==> config.mk <==
export PLATFORM = sky130hd
export DESIGN_NAME = camera_capture
export DESIGN_NICKNAME = d
export VERILOG_FILES = /design/src/rtl/camera_capture.sv
export SDC_FILE = /design/constraint.sdc
export NUM_CORES = 1
export LEC_CHECK = 0
export CORE_MARGIN = 2
export CORE_UTILIZATION = 65
export CTS_CLUSTER_DIAMETER = 30
export DETAILED_ROUTE_END_ITERATION = 8
export DONT_BUFFER_PORTS = 1
export GPL_ROUTABILITY_DRIVEN = 0
export PLACE_DENSITY_LB_ADDON = 0.05
export SLEW_MARGIN = 10
export SYNTH_ARGS = -nofsm -noshare
export SYNTH_HDL_FRONTEND = slang
export SYNTH_SLANG_ARGS = --single-unit
==> constraint.sdc <==
create_clock -name CLK -period 7.8 [get_ports CLK]
set_clock_uncertainty 0.05 [all_clocks]
set_input_delay 0.39 -clock CLK [delete_from_list [all_inputs] [get_ports CLK]]
set_output_delay 0.39 -clock CLK [all_outputs]
set_load 0.02 [all_outputs]
==> src/rtl/camera_capture.sv <==
// OV7670 capture stage: synchronises the camera bus into CLK, packs RGB565 byte pairs
// into RGB332 and drives the frame-buffer write port with frame completion/error pulses.
module camera_capture #(
  parameter int SCREEN_WIDTH  = 176,
  parameter int SCREEN_HEIGHT = 144,
  parameter int ADDR_WIDTH    = 15
) (
  input  logic                  CLK,
  input  logic                  RESET,
  input  logic                  CAM_PCLK,
  input  logic                  CAM_HREF,
  input  logic                  CAM_VSYNC,
  input  logic [7:0]            CAM_DATA,
  output logic [7:0]            PIXEL_OUT,
  output logic [ADDR_WIDTH-1:0] W_ADDR,
  output logic                  W_EN,
  output logic                  FRAME_DONE,
  output logic                  FRAME_ERR
);

  localparam int XW = $clog2(SCREEN_WIDTH + 1);
  localparam int YW = $clog2(SCREEN_HEIGHT + 1);
  localparam logic [XW-1:0]         X_LIM     = XW'(SCREEN_WIDTH);
  localparam logic [YW-1:0]         Y_LIM     = YW'(SCREEN_HEIGHT);
  localparam logic [ADDR_WIDTH-1:0] LINE_STEP = ADDR_WIDTH'(SCREEN_WIDTH);

  localparam logic [0:0] WAIT_SYNC = 1'b0;
  localparam logic [0:0] ACTIVE    = 1'b1;

  logic       pclk_s1_q, pclk_s2_q, pclk_s3_q;
  logic       href_s1_q, href_s2_q, href_s3_q;
  logic       vs_s1_q, vs_s2_q, vs_s3_q;
  logic [7:0] data_s1_q, data_s2_q;

  always_ff @(posedge CLK or posedge RESET) begin
    if (RESET) begin
      pclk_s1_q <= 1'b0; pclk_s2_q <= 1'b0; pclk_s3_q <= 1'b0;
      href_s1_q <= 1'b0; href_s2_q <= 1'b0; href_s3_q <= 1'b0;
      vs_s1_q   <= 1'b0; vs_s2_q   <= 1'b0; vs_s3_q   <= 1'b0;
      data_s1_q <= '0;   data_s2_q <= '0;
    end else begin
      pclk_s1_q <= CAM_PCLK;  pclk_s2_q <= pclk_s1_q; pclk_s3_q <= pclk_s2_q;
      href_s1_q <= CAM_HREF;  href_s2_q <= href_s1_q; href_s3_q <= href_s2_q;
      vs_s1_q   <= CAM_VSYNC; vs_s2_q   <= vs_s1_q;   vs_s3_q   <= vs_s2_q;
      data_s1_q <= CAM_DATA;  data_s2_q <= data_s1_q;
    end
  end

  // Event stage: registering the detected edges gives the three-cycle PCLK-to-W_EN latency.
  logic       byte_vld_d, href_fall_d, vs_fall_d, vs_rise_d;
  logic       byte_vld_q, href_fall_q, vs_fall_q, vs_rise_q;
  logic [7:0] byte_d, byte_q;

  always_comb begin
    byte_vld_d  = pclk_s2_q & ~pclk_s3_q & href_s2_q;
    href_fall_d = ~href_s2_q & href_s3_q;
    vs_fall_d   = ~vs_s2_q & vs_s3_q;
    vs_rise_d   = vs_s2_q & ~vs_s3_q;
    byte_d      = data_s2_q;
  end

  always_ff @(posedge CLK or posedge RESET) begin
    if (RESET) begin
      byte_vld_q  <= 1'b0;
      href_fall_q <= 1'b0;
      vs_fall_q   <= 1'b0;
      vs_rise_q   <= 1'b0;
      byte_q      <= '0;
    end else begin
      byte_vld_q  <= byte_vld_d;
      href_fall_q <= href_fall_d;
      vs_fall_q   <= vs_fall_d;
      vs_rise_q   <= vs_rise_d;
      byte_q      <= byte_d;
    end
  end

  logic [0:0]            state_d, state_q;
  logic [XW-1:0]         x_d, x_q;
  logic [YW-1:0]         y_d, y_q;
  logic                  phase_d, phase_q;
  logic [5:0]            hi_d, hi_q;
  logic                  err_d, err_q;
  logic                  drop_d, drop_q;
  logic [ADDR_WIDTH-1:0] addr_next_d, addr_next_q;
  logic [ADDR_WIDTH-1:0] line_base_d, line_base_q;
  logic [7:0]            pixel_d, pixel_q;
  logic [ADDR_WIDTH-1:0] w_addr_d, w_addr_q;
  logic                  w_en_d, w_en_q;
  logic                  done_pend_d, done_pend_q;
  logic                  done_err_d, done_err_q;
  logic                  frame_done_d, frame_done_q;
  logic                  frame_err_d, frame_err_q;

  always_comb begin
    state_d      = state_q;
    x_d          = x_q;
    y_d          = y_q;
    phase_d      = phase_q;
    hi_d         = hi_q;
    err_d        = err_q;
    drop_d       = drop_q;
    addr_next_d  = addr_next_q;
    line_base_d  = line_base_q;
    pixel_d      = pixel_q;
    w_addr_d     = w_addr_q;
    w_en_d       = 1'b0;
    done_pend_d  = 1'b0;
    done_err_d   = done_err_q;
    frame_done_d = done_pend_q;
    frame_err_d  = done_pend_q & done_err_q;
    case (state_q)
      WAIT_SYNC: begin
        if (vs_fall_q) begin
          state_d     = ACTIVE;
          x_d         = '0;
          y_d         = '0;
          phase_d     = 1'b0;
          err_d       = 1'b0;
          drop_d      = 1'b0;
          addr_next_d = '0;
          line_base_d = '0;
        end
      end
      ACTIVE: begin
        if (byte_vld_q) begin
          if (!phase_q) begin
            hi_d    = {byte_q[7:5], byte_q[2:0]};
            phase_d = 1'b1;
          end else begin
            phase_d = 1'b0;
            if ((x_q < X_LIM) && (y_q < Y_LIM)) begin
              w_en_d      = 1'b1;
              pixel_d     = {hi_q, byte_q[4:3]};
              w_addr_d    = addr_next_q;
              addr_next_d = addr_next_q + ADDR_WIDTH'(1);
              x_d         = x_q + XW'(1);
            end else begin
              err_d  = 1'b1;
              drop_d = 1'b1;
            end
          end
        end else if (href_fall_q) begin
          if ((x_q != '0) || drop_q) begin
            if (y_q < Y_LIM) begin
              y_d         = y_q + YW'(1);
              line_base_d = line_base_q + LINE_STEP;
              addr_next_d = line_base_q + LINE_STEP;
            end
            if (x_q != X_LIM) err_d = 1'b1;
          end
          // An orphan byte is dropped even on an otherwise empty line so pairing restarts cleanly.
          if (phase_q) err_d = 1'b1;
          x_d     = '0;
          phase_d = 1'b0;
          drop_d  = 1'b0;
        end
        // FRAME_DONE is deferred one cycle so a write issued here always precedes it.
        if (vs_rise_q) begin
          state_d     = WAIT_SYNC;
          done_pend_d = 1'b1;
          done_err_d  = err_d | (y_d != Y_LIM);
        end
      end
      default: state_d = WAIT_SYNC;
    endcase
  end

  always_ff @(posedge CLK or posedge RESET) begin
    if (RESET) begin
      state_q      <= WAIT_SYNC;
      x_q          <= '0;
      y_q          <= '0;
      phase_q      <= 1'b0;
      hi_q         <= '0;
      err_q        <= 1'b0;
      drop_q       <= 1'b0;
      addr_next_q  <= '0;
      line_base_q  <= '0;
      pixel_q      <= '0;
      w_addr_q     <= '0;
      w_en_q       <= 1'b0;
      done_pend_q  <= 1'b0;
      done_err_q   <= 1'b0;
      frame_done_q <= 1'b0;
      frame_err_q  <= 1'b0;
    end else begin
      state_q      <= state_d;
      x_q          <= x_d;
      y_q          <= y_d;
      phase_q      <= phase_d;
      hi_q         <= hi_d;
      err_q        <= err_d;
      drop_q       <= drop_d;
      addr_next_q  <= addr_next_d;
      line_base_q  <= line_base_d;
      pixel_q      <= pixel_d;
      w_addr_q     <= w_addr_d;
      w_en_q       <= w_en_d;
      done_pend_q  <= done_pend_d;
      done_err_q   <= done_err_d;
      frame_done_q <= frame_done_d;
      frame_err_q  <= frame_err_d;
    end
  end

  assign PIXEL_OUT  = pixel_q;
  assign W_ADDR     = w_addr_q;
  assign W_EN       = w_en_q;
  assign FRAME_DONE = frame_done_q;
  assign FRAME_ERR  = frame_err_q;

endmodule

# Word-level counts from Yosys, hierarchy flattened
# Cells that the tools add are included.
# totals
out_inout_bits	26
ff_bits	121
elab_cells	124
in_bits	13
# classes
reduce_logical	11
bitwise_logic	13
n_eq_ne	13
order_cmp	2
add_sub_neg	4
mux	49
# op_table
op	count
$mux W15	8
$mux W8	10
$pmux W15 S2	2
$pmux W8 S2	2
$mux W1	23
$add A8 B1 Y8 const B	2
$lt A8 B8 Y1 const B	2
$ne A8 B8 Y1 const B	2
$add A15 B1 Y15 const B	1
$add A15 B8 Y15 const B	1
$ne A3 B2 Y1 const B	4
$reduce_and A4 Y1	3
$pmux W1 S2	4
$reduce_bool A8 Y1	1
$and A1 B1 Y1	6
$ne A2 B2 Y1 const B	3
$ne A3 B3 Y1 const B	2
$not A1 Y1	6
$reduce_and A6 Y1	1
$reduce_and A5 Y1	1
$ne A2 B1 Y1 const B	2
$reduce_and A2 Y1	2
$reduce_and A3 Y1	1
$logic_and A1 B1 Y1	1
other kinds (2)	2

# Depth between registers and ports, before layout
# depth
depth_word	8
ltp_mapped	8
depth_no_buf	7

# Least setup slack after synthesis
# OpenSTA, ideal clock, no wires.
# synth_path
path_type	reg-to-reg
from	register y_q[4]
to	register pixel_q[0] (netlist: PIXEL_OUT[0])
setup_time_ps	125
n_path_buf	1
stages_incl_launch_ff	6
setup_slack_ps	5730
required_ps	7625
period_less_slack_ps	2070
arrival_time_ps	1896
cell_sequence	dfrtp_1 o31a_4 a21o_1 nor3_4 buf_6 mux2_2
# synth_between
elab_chain_len	3
# synth_lines
item	line	text
start, declared	80	logic [YW-1:0] y_d, y_q;
start signal, assigned	190	y_q <= y_d;
$lt A8 B8 Y1	132	if ((x_q < X_LIM) && (y_q < Y_LIM)) begin
$logic_and A1 B1 Y1	132	
$reduce_and A4 Y1 (no source line)	-	
end signal, assigned	197	pixel_q <= pixel_d;
end, declared	87	logic [7:0] pixel_d, pixel_q;
# Every way passes these cells.
# A chain may end at the register's enable or synchronous reset.

# Final worst setup path
# layout_path
from	register state_q
to	register hi_q[3]
# layout_between
elab_chain_len	1
# layout_lines
item	line	text
start, declared	78	logic [0:0] state_d, state_q;
start signal, assigned	188	state_q <= state_d;
$reduce_and A3 Y1 (no source line)	-	
end signal, assigned	192	hi_q <= hi_d;
end, declared	82	logic [5:0] hi_d, hi_q;
# Every way passes these cells.

==> flow_metrics.tcl <==
set metrics [dict create \
    result_of_the_run "finished clean" \
    dr.first_iter.drc_count 244 \
    fp.dieArea_um2 8510 \
    timing_hold_violations_final 0 \
    number_of_antenna_violations_at_the_first_check_in_global_routing 0 \
    timing_max_transition_violations_final 0 \
    final.min_clock_period_ps 2920 \
    final_common_cell "sky130_fd_sc_hd__dfrtp_1" \
    worst_pin_slew_ps 1030 \
    synth_cell_types 61 \
    post-synth-top-area-fraction 0.578 \
    routed_wire_length_per_instance_um 17.9 \
    highest_clock_rate_ghz 0.342 \
    ant_nets 0 \
    cp.buffers_inverters 1 \
    crit-reg2reg-launch "state_q" \
    fin_setup_tns_ps 0 \
    worst-endpoint-required_ps 8160 \
    timing.max_cap.violations 0 \
    worst_setup_path_start_kind "register" \
    htree_num_levels 4 \
    die_y_um 92.3 \
    r2r_cells 4 \
    clock-root-buffer "sky130_fd_sc_hd__clkbuf_8" \
    finish.net_count 466 \
    avgViaCountPerCell 6.24 \
    dr_total_vias 3513 \
    syn-instance-count 431 \
    synth_to_layout_area_growth_pct 15.0 \
    synth_flop_cell "sky130_fd_sc_hd__dfrtp_1" \
    setup.worst_path.end_class "register" \
    die_w_um 92.3 \
    max_stage_delay_ps 750 \
    critPathTopFamily "simple AND/OR/NAND/NOR gates" \
    wl_mm 10.1 \
    num_antenna_cells 0 \
    numClockSinks 117 \
    tritoncts.num_buffers 17 \
    cts_post_setup_buffers_inserted 0 \
    worstSetupPathDepth 4 \
    maximum_buffer_depth_of_the_clock_tree 2 \
    synthesis.nets 449 \
    yosys_warnings 0 \
    drt_pre_antenna_iters 5 \
    placement.io_buffers 0 \
    grt_setup_unrepaired "no" \
    critPathMaxFanout 18 \
    total_track_usage 0.265 \
    number_of_primary_i_o_pins 39 \
    setup_viol 0 \
    clk-insertion-delay-late_ps 530 \
    place_hpwl_mm 6.22 \
    powerDensity_nw_per_um2 317 \
    final_layout_size_suffix_gt1_frac 0.167 \
    most-common-layout-cells "sky130_fd_sc_hd__dfrtp_1, sky130_fd_sc_hd__nand2_1, sky130_fd_sc_hd__o21ai_0, sky130_fd_sc_hd__mux2_2, sky130_fd_sc_hd__nor2_1" \
    maximum_number_of_pins_on_one_net_before_global_route_repair 86 \
    r2r_end "hi_q[3]" \
    grt_pass1_vias 3489 \
    timing.hold.ws_ps 291 \
    ir_drop_v 0.000278 \
    synth.ff_latch_count 117 \
    synth.yosys.seq_area_share 0.578 \
    synth.top_cells.by_area "sky130_fd_sc_hd__dfrtp_1, sky130_fd_sc_hd__mux2_2, sky130_fd_sc_hd__o21ai_0" \
    initial_core_util 0.662 \
    cts_tree "yes" \
    wire_length_of_the_first_global_routing_pass_mm 17.0 \
    count_of_flip_flops_with_a_built_in_enable_after_synthesis 0 \
    crit_path_top_delay_cell "sky130_fd_sc_hd__nor2_1" \
    placeableCoreArea_um2 7650 \
    netlist.top_cell.by_area "sky130_fd_sc_hd__dfrtp_1" \
    cp_cell_sequence "clkinv_1 > nor2_1 > nand2_1 > mux2_2" \
    detail_route.drc_violations 0 \
    path_class "register to register" \
    postSynth.asyncResetShare 1.00 \
    placement_rows 32 \
    regToRegSetupSlack_ps 4880 \
    worst_hold_path_type "input port to async pin" \
    cts.reportedPaths.clkPinSlew_ps 70 \
    relSlewSlack 0.312 \
    grt.overflow.total 0 \
    cell_leakage_power_nw 2.53 \
    layout_worst_path_cycle_share 0.375 \
    cell_area_after_synthesis_um2 5060 \
    synth_area_per_cell_um2 11.7 \
    critPathArrivalTime_ps 3280 \
]
==> Yosys cell counts, types with 5 or more instances <==
master and instances:
sky130_fd_sc_hd__o211ai_1 5, sky130_fd_sc_hd__a21oi_1 18, sky130_fd_sc_hd__dfrtp_1 117, sky130_fd_sc_hd__xor2_1 7, sky130_fd_sc_hd__o22ai_1 8, sky130_fd_sc_hd__nor2b_1 6, sky130_fd_sc_hd__nand4_1 5, sky130_fd_sc_hd__o31ai_1 6
sky130_fd_sc_hd__and2_1 8, sky130_fd_sc_hd__xnor2_1 13, sky130_fd_sc_hd__nand3_1 12, sky130_fd_sc_hd__and3_1 5, sky130_fd_sc_hd__inv_1 13, sky130_fd_sc_hd__o21ai_0 31, sky130_fd_sc_hd__clkbuf_1 10, sky130_fd_sc_hd__ha_1 5
sky130_fd_sc_hd__mux2_2 29, sky130_fd_sc_hd__nand2_1 36, sky130_fd_sc_hd__nor2_1 22
==> worst max-delay path by stage <==
stage | startpoint | end | slack, ps
3_3_place_gp | state_q | hi_q[3] | 5110
6_report | state_q | hi_q[3] | 4880
2_1_floorplan | RESET | FRAME_DONE | 4260
5_1_grt | state_q | hi_q[3] | 4610
3_5_place_dp | state_q | hi_q[5] | 4970
4_1_cts | state_q | hi_q[5] | 4940
==> cells by family after synthesis <==
logic type,after synthesis,share of synthesized area
compound gates,113,0.159
xor+xnor,20,0.0346
fa+ha+maj,5,0.0124
buf+inv,30,0.0262
flops,117,0.578
mux,31,0.0685
simple gates,115,0.121
==> sequential cells by signal (all words and copies together) (netlist names), 6 cells and up <==
name / cells
PIXEL_OUT: 8
x_q: 8
hi_q: 6
line_base_q: 11
data_s1_q: 8
addr_next_q: 15
byte_q: 8
byte_d: 8
y_q: 8
W_ADDR: 15
==> routing by layer <==
layer	up-vias	part of all wire	track usage
met5	-	0	0
met4	0	0.022	0.113
met3	24	0.050	0.0929
met2	129	0.50	0.426
met1	1743	0.42	0.327
li1	1617	-	-
==> through the flow <==
stage / utilization / power [mW] / area [um^2] / cells / worst slack [ps]
floorplan: - / 1.02 / 5060 / 431 / 4260
global placement: 0.670 / 1.08 / 5130 / 519 / 5110
detailed placement: 0.670 / 1.09 / 5130 / 519 / 4970
CTS: 0.761 / 1.85 / 5820 / 563 / 4940
global route: 0.761 / 1.93 / 5820 / 563 / 4610
finish: 0.761 / 1.84 / 5820 / 563 / 4880
==> what timing repair did <==
| item | CTS | global route |
|---|---|---|
| hold endpoints to repair | 43 | 0 |
| hold buffers | 12 | 0 |
| resized for setup | 0 | 0 |
==> power breakdown <==
part | total (mW) | internal [mW] | switching [mW] | leakage [nW]
clock | 0.747 | 0.436 | 0.310 | 0.274
combinational | 0.267 | 0.116 | 0.151 | 0.754
sequential | 0.831 | 0.703 | 0.127 | 1.50
==> final cells by class <==
cell class	count	area (um^2)
inverters	14	55.1
clock inverters	15	159
multi-input cells	284	2000
clock buffers	17	414
well taps	102	128
fillers	463	1830
repair buffers	14	135
flip-flops and latches	117	2930
Note: power is estimated with default switching activity, not from simulation.
